<file path="src/rtl/pipelined_onehot_decoder.sv">
// pipelined_onehot_decoder: ADDR_W-bit address + enable to one-hot vector, valid/ready with 2-entry skid buffer
// Optional macro ZERO_REG_MASK_EN: address 0 decodes to an all-zero vector (hard-wired zero register).
module pipelined_onehot_decoder #(
    parameter int ADDR_W = 3
) (
    input  logic                       clk,
    input  logic                       reset,
    input  logic                       flush,
    input  logic                       in_valid,
    output logic                       in_ready,
    input  logic [ADDR_W-1:0]          in_addr,
    input  logic                       in_en,
    output logic                       out_valid,
    input  logic                       out_ready,
    output logic [(1 << ADDR_W)-1:0]   out_onehot,
    output logic [ADDR_W-1:0]          out_addr
);
    localparam int OUT_W = 1 << ADDR_W;

    typedef enum logic [1:0] {EMPTY, ONE, TWO} state_t;

    state_t              state, state_nxt;
    logic [OUT_W-1:0]    or_vec, sr_vec, dec;
    logic [ADDR_W-1:0]   or_addr, sr_addr;
    logic                acc, dlv, ld_or_in, ld_or_sr, ld_sr;

    assign in_ready   = (state != TWO) & ~reset;
    assign out_valid  = state != EMPTY;
    assign out_onehot = or_vec;
    assign out_addr   = or_addr;
    assign acc        = in_valid & in_ready;
    assign dlv        = out_valid & out_ready;

    // decode captured at accept time; optionally mask the zero register
    always_comb begin
        dec          = '0;
        dec[in_addr] = in_en;
`ifdef ZERO_REG_MASK_EN
        if (in_addr == '0) dec = '0;
`endif
    end

    // next state and register load selects from occupancy and handshakes
    always_comb begin
        state_nxt = state;
        ld_or_in  = 1'b0;
        ld_or_sr  = 1'b0;
        ld_sr     = 1'b0;
        case (state)
            EMPTY: begin
                ld_or_in  = acc;
                state_nxt = acc ? ONE : EMPTY;
            end
            ONE: begin
                ld_or_in  = acc & dlv;
                ld_sr     = acc & ~dlv;
                state_nxt = (acc & ~dlv) ? TWO : (~acc & dlv) ? EMPTY : ONE;
            end
            TWO: begin
                ld_or_sr  = dlv;
                state_nxt = dlv ? ONE : TWO;
            end
            default: state_nxt = EMPTY;
        endcase
        if (flush) state_nxt = EMPTY;
    end

    // state and storage registers; the output vector is zeroed whenever nothing is held
    always_ff @(posedge clk) begin
        if (reset) begin
            state   <= EMPTY;
            or_vec  <= '0;
            or_addr <= '0;
            sr_vec  <= '0;
            sr_addr <= '0;
        end else begin
            state <= state_nxt;
            if (state_nxt == EMPTY) or_vec <= '0;
            else if (ld_or_in) begin
                or_vec  <= dec;
                or_addr <= in_addr;
            end else if (ld_or_sr) begin
                or_vec  <= sr_vec;
                or_addr <= sr_addr;
            end
            if (ld_sr) begin
                sr_vec  <= dec;
                sr_addr <= in_addr;
            end
        end
    end
endmodule

</file>
<file path="config.mk">
export PLATFORM = sky130hd
export DESIGN_NAME = pipelined_onehot_decoder
export DESIGN_NICKNAME = d
export VERILOG_FILES = /design/src/rtl/pipelined_onehot_decoder.sv
export SDC_FILE = /design/constraint.sdc
export NUM_CORES = 1
export LEC_CHECK = 0
export ABC_AREA = 1
export BUFFER_PORTS_ARGS = -buffer_cell sky130_fd_sc_hd__buf_2
export CAP_MARGIN = 20
export CORE_MARGIN = 2
export CORE_UTILIZATION = 35
export CTS_CLUSTER_DIAMETER = 200
export DETAILED_ROUTE_END_ITERATION = 7
export HOLD_SLACK_MARGIN = 0.06
export SYNTH_ARGS = -nofsm -noshare
export SYNTH_HDL_FRONTEND = slang
export SYNTH_SLANG_ARGS = --single-unit
</file>
<file path="constraint.sdc">
create_clock -name clk -period 1.76 [get_ports clk]
set_clock_uncertainty 0.05 [all_clocks]
set_input_delay 0.088 -clock clk [delete_from_list [all_inputs] [get_ports clk]]
set_output_delay 0.088 -clock clk [all_outputs]
set_load 0.005 [all_outputs]
</file>
==> summary.md, run 1 <==
| Metric | Value |
|---|---|
| Initial DRC Count | `55` |
| Worst path required time | `1.95 ns` |
| Worst Path Max Fanout | `7` |
| Grt ovf | `0` |
| Top post-synthesis cells by area | `dfxtp_1 (41%), nand2_1 (18%), a21oi_1 (5.5%)` |
| Crit path launch type | `register` |
| Outcome | `finished clean` |
| GPL Wtd Cong | `0.800` |
| Max_slew headroom | `76.3%` |
| Die height | `62.0 um` |
| Drc violations | `0` |
| Unique masters post-synth | `24` |
| Yosys warning total | `0` |
| Row cnt | `21` |
| Die area | `0.00384 sq mm` |
| Yosys top cell by area | `dfxtp_1` |
| N_diodes | `0` |
| Area Growth Syn to Fin | `35.4%` |
| Slew Limit Fails | `0` |
| EDFF count, synth | `0` |
| Drt pass-1 iters | `4` |
| Setup total negative slack | `0 ns` |
| DRT Wirelength | `2920 um` |
| CTS Root Cell | `clkbuf_4` |
| Pwr Total | `934 uW` |
| Worst slew pin tran | `0.355 ns` |
| Fin nets | `214` |
| Max cap viols | `0` |
| Max frequency | `0.580 GHz` |
| Post-route ant nets | `0` |
| Most frequent cells after synthesis | `nand2_1 (57), dfxtp_1 (24), nor2_1 (17), a21oi_1 (13), inv_1 (13)` |
| CTS tree | `done` |
| CTS H-tree depth | `1` |
| Final Hold Viols | `0` |
| End-of-flow core utilization | `48.5%` |
| Initial antenna violation count | `0` |
| Leak | `0.000655 uW` |
| Clk buf depth | `2` |
| Synth Net Count | `179` |
| Worst IR Drop VDD | `0.216 mV` |
| Port Buffers | `21` |
| First-pass GRT wire length | `4420 um` |
| Vias/cell | `4.63` |
| Starting Density | `35.8%` |
| Die Width | `62.0 um` |
| Slowest CP cell | `dfxtp_2` |
| Most used flip-flop cell after synthesis | `dfxtp_1` |
| Total GRT Usage | `15.5%` |
| Final min period | `1.72 ns` |
| Final HPWL DP | `1980 um` |
| Clock transition at path regs | `0.12 ns` |
| Share of cells above drive strength 1 | `34.8%` |
| Num CTS Buffers | `3` |
| IO Pins | `22` |
| DR WL/cell | `11.8 um` |
| Core Footprint | `0.00328 sq mm` |
| Most frequent cell after synthesis | `nand2_1` |
| Post-synth ARST share | `0%` |
| WP data arrival | `1.92 ns` |
| CTS sink cnt | `24` |
| Cells after Synth | `168` |
| Final setup vio count | `0` |
| Crit. End Element | `register` |
| Worst path max stage delay | `0.35 ns` |
| Worst-path cell chain | `inv_2, nand2_2, and3_4, ha_4, inv_2, nand3_2, nand2_1, inv_1, nand2_1, nand2_2, nand2_8, nand2_8, a31oi_1` |
| Tcrit/Tclk final | `97.9%` |
| Area fraction of the dominant cell type after synthesis | `40.9%` |
| Mean Syn Cell Area | `7.00 sq um` |
| Area post-placement | `0.00138 sq mm` |
| RSZ-0062 raised after global routing | `true` |
| Hold Crit Class | `in2reg` |
| Via count | `1143` |
| Syn Std Cell Area | `0.00118 sq mm` |
| Seq cells post-synth | `24` |
| Sequential fraction of the synthesis area | `40.9%` |
| Setup CP Type | `reg2reg` |
| Vias in the first global route | `1024` |
| Insertion delay to the later sink of the worst-skew pair | `0.30 ns` |
| Largest net degree at the start of global routing | `13` |
| Final instance area | `0.00159 sq mm` |
| Power Density | `587 mW/mm^2` |
## sequential cells by signal (all words and copies together), names as in the netlist
name	count
state	2
sr_addr	3
out_onehot	8
out_addr	3
sr_vec	8
## critical path, delay by kind of cell, from the launching register on
family	cells	cell delay, ns
AOI/OAI and AO/OA	1	0.14
adders and majority gates	1	0.20
buffers and inverters	3	0.14
DFF	1	0.35
and+or+nand+nor	8	0.76
## final cells by class
class | count | area [sq um]
clock buffer | 3 | 22.5
fill | 346 | 1690
inverter | 18 | 70.1
multi-input combinational | 122 | 732
sequential | 24 | 483
tap | 46 | 57.6
timing repair buffer | 34 | 228
## repair_timing
action	CTS	global route
gates resized for setup	2	26
setup endpoints to repair	3	18
cloned	0	0
endpoints found under the hold margin	9	0
hold buffers	5	0
buffers inserted	0	1
pin swaps	0	6
## kinds of logic after synthesis
logic type,after synthesis,synth area share (%)
simple gates,94,36.9
compound gates,26,12.0
flops,24,40.9
buf+inv,22,8.09
fa+ha+maj,2,2.13
## report_power, final
part           internal, uW  switching [uW]
sequential              548            3.10
clock                  79.9             160
combinational          57.6            85.3
total                   686             249
## metal layers
metal / part of all wire, % / GRT usage [%] / up-vias
met3: 2.9 / 2.48 / 4
met1: 47 / 21.4 / 510
met5: 0 / 0 / -
met2: 49 / 24.4 / 28
li1: - / - / 601
met4: 1.1 / 5.47 / 0
## stage by stage
stage,hold slack (ns),instances,setup slack (ns)
finish,0.0661,247,0.0368
global route,0.0668,247,-0.0414
CTS,0.0749,246,0.0364
detailed placement,0.350,238,0.0181
global placement,0.347,238,0.0569
floorplan,0.122,168,0.134
## worst paths after layout
path	start	end	slack, ns	cells past startpoint
min reg2reg	sr_vec[7]$_SDFFE_PP0P_	sr_vec[7]$_SDFFE_PP0P_	0.43	2
max reg2reg	state[0]$_SDFF_PP0_	out_onehot[1]$_SDFFE_PP0P_	0.04	13
max	state[0]$_SDFF_PP0_	out_onehot[1]$_SDFFE_PP0P_	0.04	13
min	reset	out_onehot[3]$_SDFFE_PP0P_	0.07	4
## placed cells by master, fill, tap and decap left out
master / instances
nand2_1: 52
dfxtp_1: 22
buf_2: 21
nor2_1: 16
inv_1: 11
a21oi_1: 10
buf_4: 7
inv_2: 6
nand2_2: 6
nand3_2: 6
a31oi_1: 5
dlygate4sd3_1: 5
nand3_1: 4
nor2_2: 3
o21ai_0: 3
clkbuf_4: 3
o21ai_1: 2
nand2_8: 2
a31oi_4: 2
a21oi_2: 2
dfxtp_2: 2
inv_4: 1
and3_4: 1
nand4_4: 1
nand2_4: 1
a22oi_1: 1
nor2_8: 1
or2_2: 1
a21oi_4: 1
ha_4: 1
ha_2: 1
buf_12: 1
Power figures use the tool's default switching activity.
==> run 2: changes to the inputs <==
--- a/config.mk
+++ b/config.mk
@@ -12,6 +12,7 @@
 export CORE_UTILIZATION = 35
 export CTS_CLUSTER_DIAMETER = 200
 export DETAILED_ROUTE_END_ITERATION = 7
+export GPL_ROUTABILITY_DRIVEN = 0
 export HOLD_SLACK_MARGIN = 0.06
 export SYNTH_ARGS = -nofsm -noshare
 export SYNTH_HDL_FRONTEND = slang
==> constraint.sdc (replaced) <==
create_clock -name clk -period 2.2 [get_ports clk]
set_clock_uncertainty 0.05 [all_clocks]
set_input_delay 0.11 -clock clk [delete_from_list [all_inputs] [get_ports clk]]
set_output_delay 0.11 -clock clk [all_outputs]
set_load 0.005 [all_outputs]
==> run 2 against run 1 <==
Sequential power shrank 20%. Count of clock-buffer cells in the layout grew 1. Worst setup slack gained 0.30 ns. Via count shrank 3.9%. Worst hold slack gained 0.095 ns. Final cell count shrank 2.0%. Register-to-register slack gained 0.30 ns. Global-route usage shrank 0.78 points. Wire length shrank 12%. Sequential cell count is the same.
==> summary.md, run 2 (synthesis gave the netlist of run 1 again) <==
| Metric | Value |
|---|---|
| P_int | `572 uW` |
| Max frequency | `0.536 GHz` |
| Starting Density | `35.8%` |
| Crit. End Element | `register` |
| CTS tree | `done` |
| CP Buf/Inv Count | `5` |
| Fin nets | `208` |
| Worst path max stage delay | `0.53 ns` |
| Via count | `1098` |
| Most common cell after layout, fill and taps aside | `nand2_1` |
| First-pass GRT wire length | `4130 um` |
| Worst IR Drop VDD | `0.220 mV` |
| Worst path required time | `2.40 ns` |
| RSZ-0062 raised after global routing | `false` |
| Largest net degree at the start of global routing | `14` |
| Post-CTS setup buffers | `0` |
| CTS H-tree depth | `1` |
| Psw | `186 uW` |
| Core Footprint | `0.00328 sq mm` |
| Share of cells above drive strength 1 | `21.4%` |
| Area Growth Syn to Fin | `20.3%` |
| Max_slew headroom | `76.7%` |
| Slowest CP cell | `dlygate4sd3_1` |
| Worst slew pin tran | `0.350 ns` |
| CTS Root Cell | `clkbuf_4` |
| DR WL/cell | `10.6 um` |
| Die Width | `62.0 um` |
| Outcome | `finished clean` |
| Hold Crit Class | `in2reg` |
| Power Density | `535 mW/mm^2` |
| Final setup vio count | `0` |
| Drt pass-1 iters | `2` |
| Num CTS Buffers | `3` |
| Max cap viols | `0` |
| Clk buf depth | `2` |
| Row cnt | `21` |
| Vias/cell | `4.54` |
| N_diodes | `0` |
| Setup CP Type | `in2reg` |
| CTS sink cnt | `24` |
| Grt ovf | `0` |
| Insertion delay to the later sink of the worst-skew pair | `0.32 ns` |
| Die height | `62.0 um` |
| DRT Wirelength | `2570 um` |
| Sequential power share | `58.2%` |
| Leak | `0.000624 uW` |
| Pwr Total | `758 uW` |
| Commonest non-fill, non-tap cells in the layout | `nand2_1 (57), dfxtp_1 (24), buf_2 (21)` |
| Net Sw Frac | `24.5%` |
| Drc violations | `0` |
| Worst Hold Slack | `0.161 ns` |
| Crit path launch type | `input port` |
| Final Hold Viols | `0` |
| Delay-heaviest family, CP | `buffers and inverters` |
| Vias in the first global route | `957` |
| Setup total negative slack | `0 ns` |
| Tcrit/Tclk final | `84.8%` |
| End-of-flow core utilization | `43.1%` |
| Initial antenna violation count | `0` |
| Clock Power Share | `30.6%` |
| IO Pins | `22` |
| Worst-path cell chain | `dlygate4sd3_1, buf_2, inv_4, and3_1, ha_1, inv_1, nand3_1, nand2_1, inv_1, nand2_1, nand2_2, nand2_4, nand2_2, a31oi_1` |
| Total GRT Usage | `14.7%` |
| Gate power share | `11.3%` |
| Slew Limit Fails | `0` |
| Final min period | `1.87 ns` |
| Clock transition at path regs | `0.13 ns` |
| Worst Path Max Fanout | `9` |
| Post-route ant nets | `0` |
| Port Buffers | `21` |
| Worst slack at placement | `0.374 ns` |
| Final worst setup slack | `0.333 ns` |
| Initial DRC Count | `30` |
| Final HPWL DP | `1870 um` |
| Die area | `0.00384 sq mm` |
| WP data arrival | `2.06 ns` |
run 2: cell types whose count changed in the layout (fill, tap and decap cells not counted), moves of 3 or more:
| cell | before | now |
|---|---|---|
| nand3_1 | 4 | 9 |
| nand3_2 | 6 | 1 |
| buf_4 | 7 | 2 |
| a21oi_1 | 10 | 13 |
| nand2_1 | 52 | 57 |
| nand2_2 | 6 | 2 |
run 2: tightest hold or removal path, stage by stage:
cell and delay, ns:
buf_2 0.10, o21ai_0 0.08, nand2_1 0.13, nor2_1 0.07
run 2: path summary, 6_finish.rpt:
| path | to | startpoint | cells after the start | slack [ns] |
|---|---|---|---|---|
| setup / recovery | out_onehot[5]$_SDFFE_PP0P_ | reset | 14 | 0.33 |
| hold / removal | state[1]$_SDFF_PP0_ | out_ready | 4 | 0.16 |
| setup reg to reg | out_onehot[5]$_SDFFE_PP0P_ | state[0]$_SDFF_PP0_ | 13 | 0.33 |
| hold reg to reg | sr_vec[1]$_SDFFE_PP0P_ | sr_vec[1]$_SDFFE_PP0P_ | 2 | 0.42 |
run 2: cell type report:
cell class	count	area (sq um)
fill	357	1870
clock buffer	4	36.3
timing repair buffer	28	170
tap	46	57.6
multi-input combinational	122	601
inverter	18	70.1
sequential	24	480
run 2: power by group through the flow:
stage               clock, uW  combinational (uW)  sequential (uW)
global placement            0                78.9              450
floorplan                   0                53.1              450
detailed placement          0                78.7              450
CTS                       239                85.8              441
global route              253                96.0              441
finish                    232                85.4              441
run 2: per-layer routing:
layer	vias to the layer above	routed length, um	GRT usage, %
met5	-	0	0
met1	477	1300	19.1
met4	0	79	7.60
li1	593	-	-
met3	7	68	2.48
met2	21	1120	23.4
run 2: what timing repair did:
action                                  in CTS  in global routing
endpoints found under the hold margin        7                  0
resized for setup                            0                  0
endpoints found under the setup margin       0                  0
hold buffers                                 5                  0
run 2: metrics by stage:
step | cell area [sq um] | instances
4_1_cts | 1420 | 242
6_report | 1420 | 242
3_5_place_dp | 1330 | 233
3_3_place_gp | 1330 | 233
2_1_floorplan | 1180 | 168
5_1_grt | 1420 | 242
==> run 3: changes to the inputs <==
==> constraint.sdc (replaced) <==
create_clock -name clk -period 1.6 [get_ports clk]
set_clock_uncertainty 0.05 [all_clocks]
set_input_delay 0.08 -clock clk [delete_from_list [all_inputs] [get_ports clk]]
set_output_delay 0.08 -clock clk [all_outputs]
set_load 0.005 [all_outputs]
==> run 3 against run 2 <==
The run now ends with negative setup slack left. Die area is the same. Via count is 4.6% higher. Sequential power increased by 37%. Register-to-register slack worse by 0.42 ns. Non-clock buffer count rose by 11. Critical path type is now reg2reg. Largest power group unchanged. Sequential share of layout area down 4.0 points. Wire length is 5.7% higher. Critical endpoint is now out_onehot[2]$_SDFFE_PP0P_.
==> summary.md, run 3 (synthesis gave the netlist of run 1 again) <==
| Metric | Value |
|---|---|
| Final Hold Viols | `0` |
| Final min period | `1.69 ns` |
| First-pass GRT wire length | `4400 um` |
| Max frequency | `0.593 GHz` |
| Share of cells above drive strength 1 | `35.3%` |
| Port Buffers | `21` |
| Area Growth Syn to Fin | `38.0%` |
| Setup CP Type | `reg2reg` |
| Vias in the first global route | `1009` |
| CTS H-tree depth | `1` |
| Final setup vio count | `11` |
| Post-route ant nets | `0` |
| Largest net degree at the start of global routing | `15` |
| Grt met3 use | `4.35%` |
| Setup total negative slack | `-0.739 ns` |
| Crit. End Element | `register` |
| Die area | `0.00384 sq mm` |
| Pwr Total | `1200 uW` |
| IO Pins | `22` |
| CTS sink cnt | `24` |
| Starting Density | `35.8%` |
| Final instance area | `0.00162 sq mm` |
| M2 GR Usage | `23.4%` |
| Max cap viols | `0` |
| Num CTS Buffers | `3` |
| CTS tree | `done` |
| DR WL/cell | `10.7 um` |
| Initial DRC Count | `67` |
| Core Footprint | `0.00328 sq mm` |
| WP data arrival | `1.89 ns` |
| Clk buf depth | `2` |
| N_diodes | `0` |
| End-of-flow core utilization | `49.4%` |
| Max_slew headroom | `74.8%` |
| Most common cell after layout, fill and taps aside | `nand2_1` |
| Worst path required time | `1.81 ns` |
| Drc violations | `0` |
| RSZ-0062 raised after global routing | `true` |
| Drt pass-1 iters | `4` |
| Worst IR Drop VDD | `0.372 mV` |
| Insertion delay to the later sink of the worst-skew pair | `0.32 ns` |
| Grt ovf | `0` |
| Vias/cell | `4.54` |
| Final worst setup slack | `-0.0856 ns` |
| Via count | `1149` |
| Slew Limit Fails | `0` |
| Initial antenna violation count | `0` |
| Area post-placement | `0.00142 sq mm` |
| Commonest non-fill, non-tap cells in the layout | `nand2_1 (53), dfxtp_1 (22), buf_2 (21)` |
| Final HPWL DP | `1980 um` |
| DRT Wirelength | `2720 um` |
| Die height | `62.0 um` |
| Total GRT Usage | `15.3%` |
| Outcome | `finished, violations left` |
| GR Layer Usage met1 | `20.9%` |
| Worst Path Max Fanout | `7` |
| Failing checks | `negative setup slack` |
| Crit path launch type | `register` |
| Power Density | `737 mW/mm^2` |
| Die Width | `62.0 um` |
| Fill count | `329` |
| Busiest layer in global routing | `met2` |
| Row cnt | `21` |
| Hold Crit Class | `in2reg` |
| Clock transition at path regs | `0.13 ns` |
| Leak | `0.000691 uW` |
| Worst slew pin tran | `0.378 ns` |
| CTS Root Cell | `clkbuf_4` |
| Fin nets | `219` |
| Tcrit/Tclk final | `105%` |
run 3: final cells by class:
type	instances	area [sq um]	share of cell area [%]
clock inverters	1	30.0	1.85
flip-flops and latches	24	485	29.9
multi-input cells	122	692	42.6
clock buffers	3	22.5	1.39
inverters	18	72.6	4.47
well taps	46	57.6	3.55
repair buffers	39	263	16.2
run 3: timing repair:
action                                  4_1_cts  5_1_grt
resized for setup                             7       12
pin swaps                                     2        6
setup buffers                                 1        2
hold endpoints to repair                      4        0
hold buffers                                  4        0
endpoints found under the setup margin       11       22
run 3: per-layer routing:
| layer | share of wire, % | vias up |
|---|---|---|
| met1 | 49 | 500 |
| met5 | 0 | - |
| li1 | - | 613 |
| met2 | 46 | 32 |
| met4 | 0.99 | 0 |
| met3 | 3.8 | 4 |
run 3: where the power goes:
part           internal [uW]  leakage, uW  switching, uW
clock                    253    0.0000279            185
combinational           64.1     0.000468           88.3
sequential               601     0.000195           3.13
run 3: final timing paths:
path	from	end	slack, ns	depth (start not counted)
worst max-delay path	state[0]$_SDFF_PP0_	out_onehot[2]$_SDFFE_PP0P_	-0.09	13
worst min-delay path	reset	state[1]$_SDFF_PP0_	0.1	3
worst max register to register	state[0]$_SDFF_PP0_	out_onehot[2]$_SDFFE_PP0P_	-0.09	13
worst min register to register	sr_vec[2]$_SDFFE_PP0P_	sr_vec[2]$_SDFFE_PP0P_	0.42	2
run 3: worst max-delay path, stage by stage (launching register included):
cell and delay [ns]:
dfxtp_2 0.37, inv_4 0.04, nand2_2 0.05, and3_4 0.19, ha_4 0.19, inv_2 0.05
nand3_2 0.06, nand2_1 0.06, inv_1 0.04, nand2_1 0.06, nand2_2 0.08, nand2_4 0.14
nand2_8 0.09, a31oi_1 0.14
run 3: per-stage QoR:
step           std cells  setup slack, ns  hold WS (ns)
5_1_grt              253           -0.200        0.0866
3_3_place_gp         242          -0.0789         0.332
3_5_place_dp         242           -0.141         0.334
2_1_floorplan        168         -0.00463         0.114
4_1_cts              251          -0.0564        0.0838
6_report             253          -0.0856        0.0989
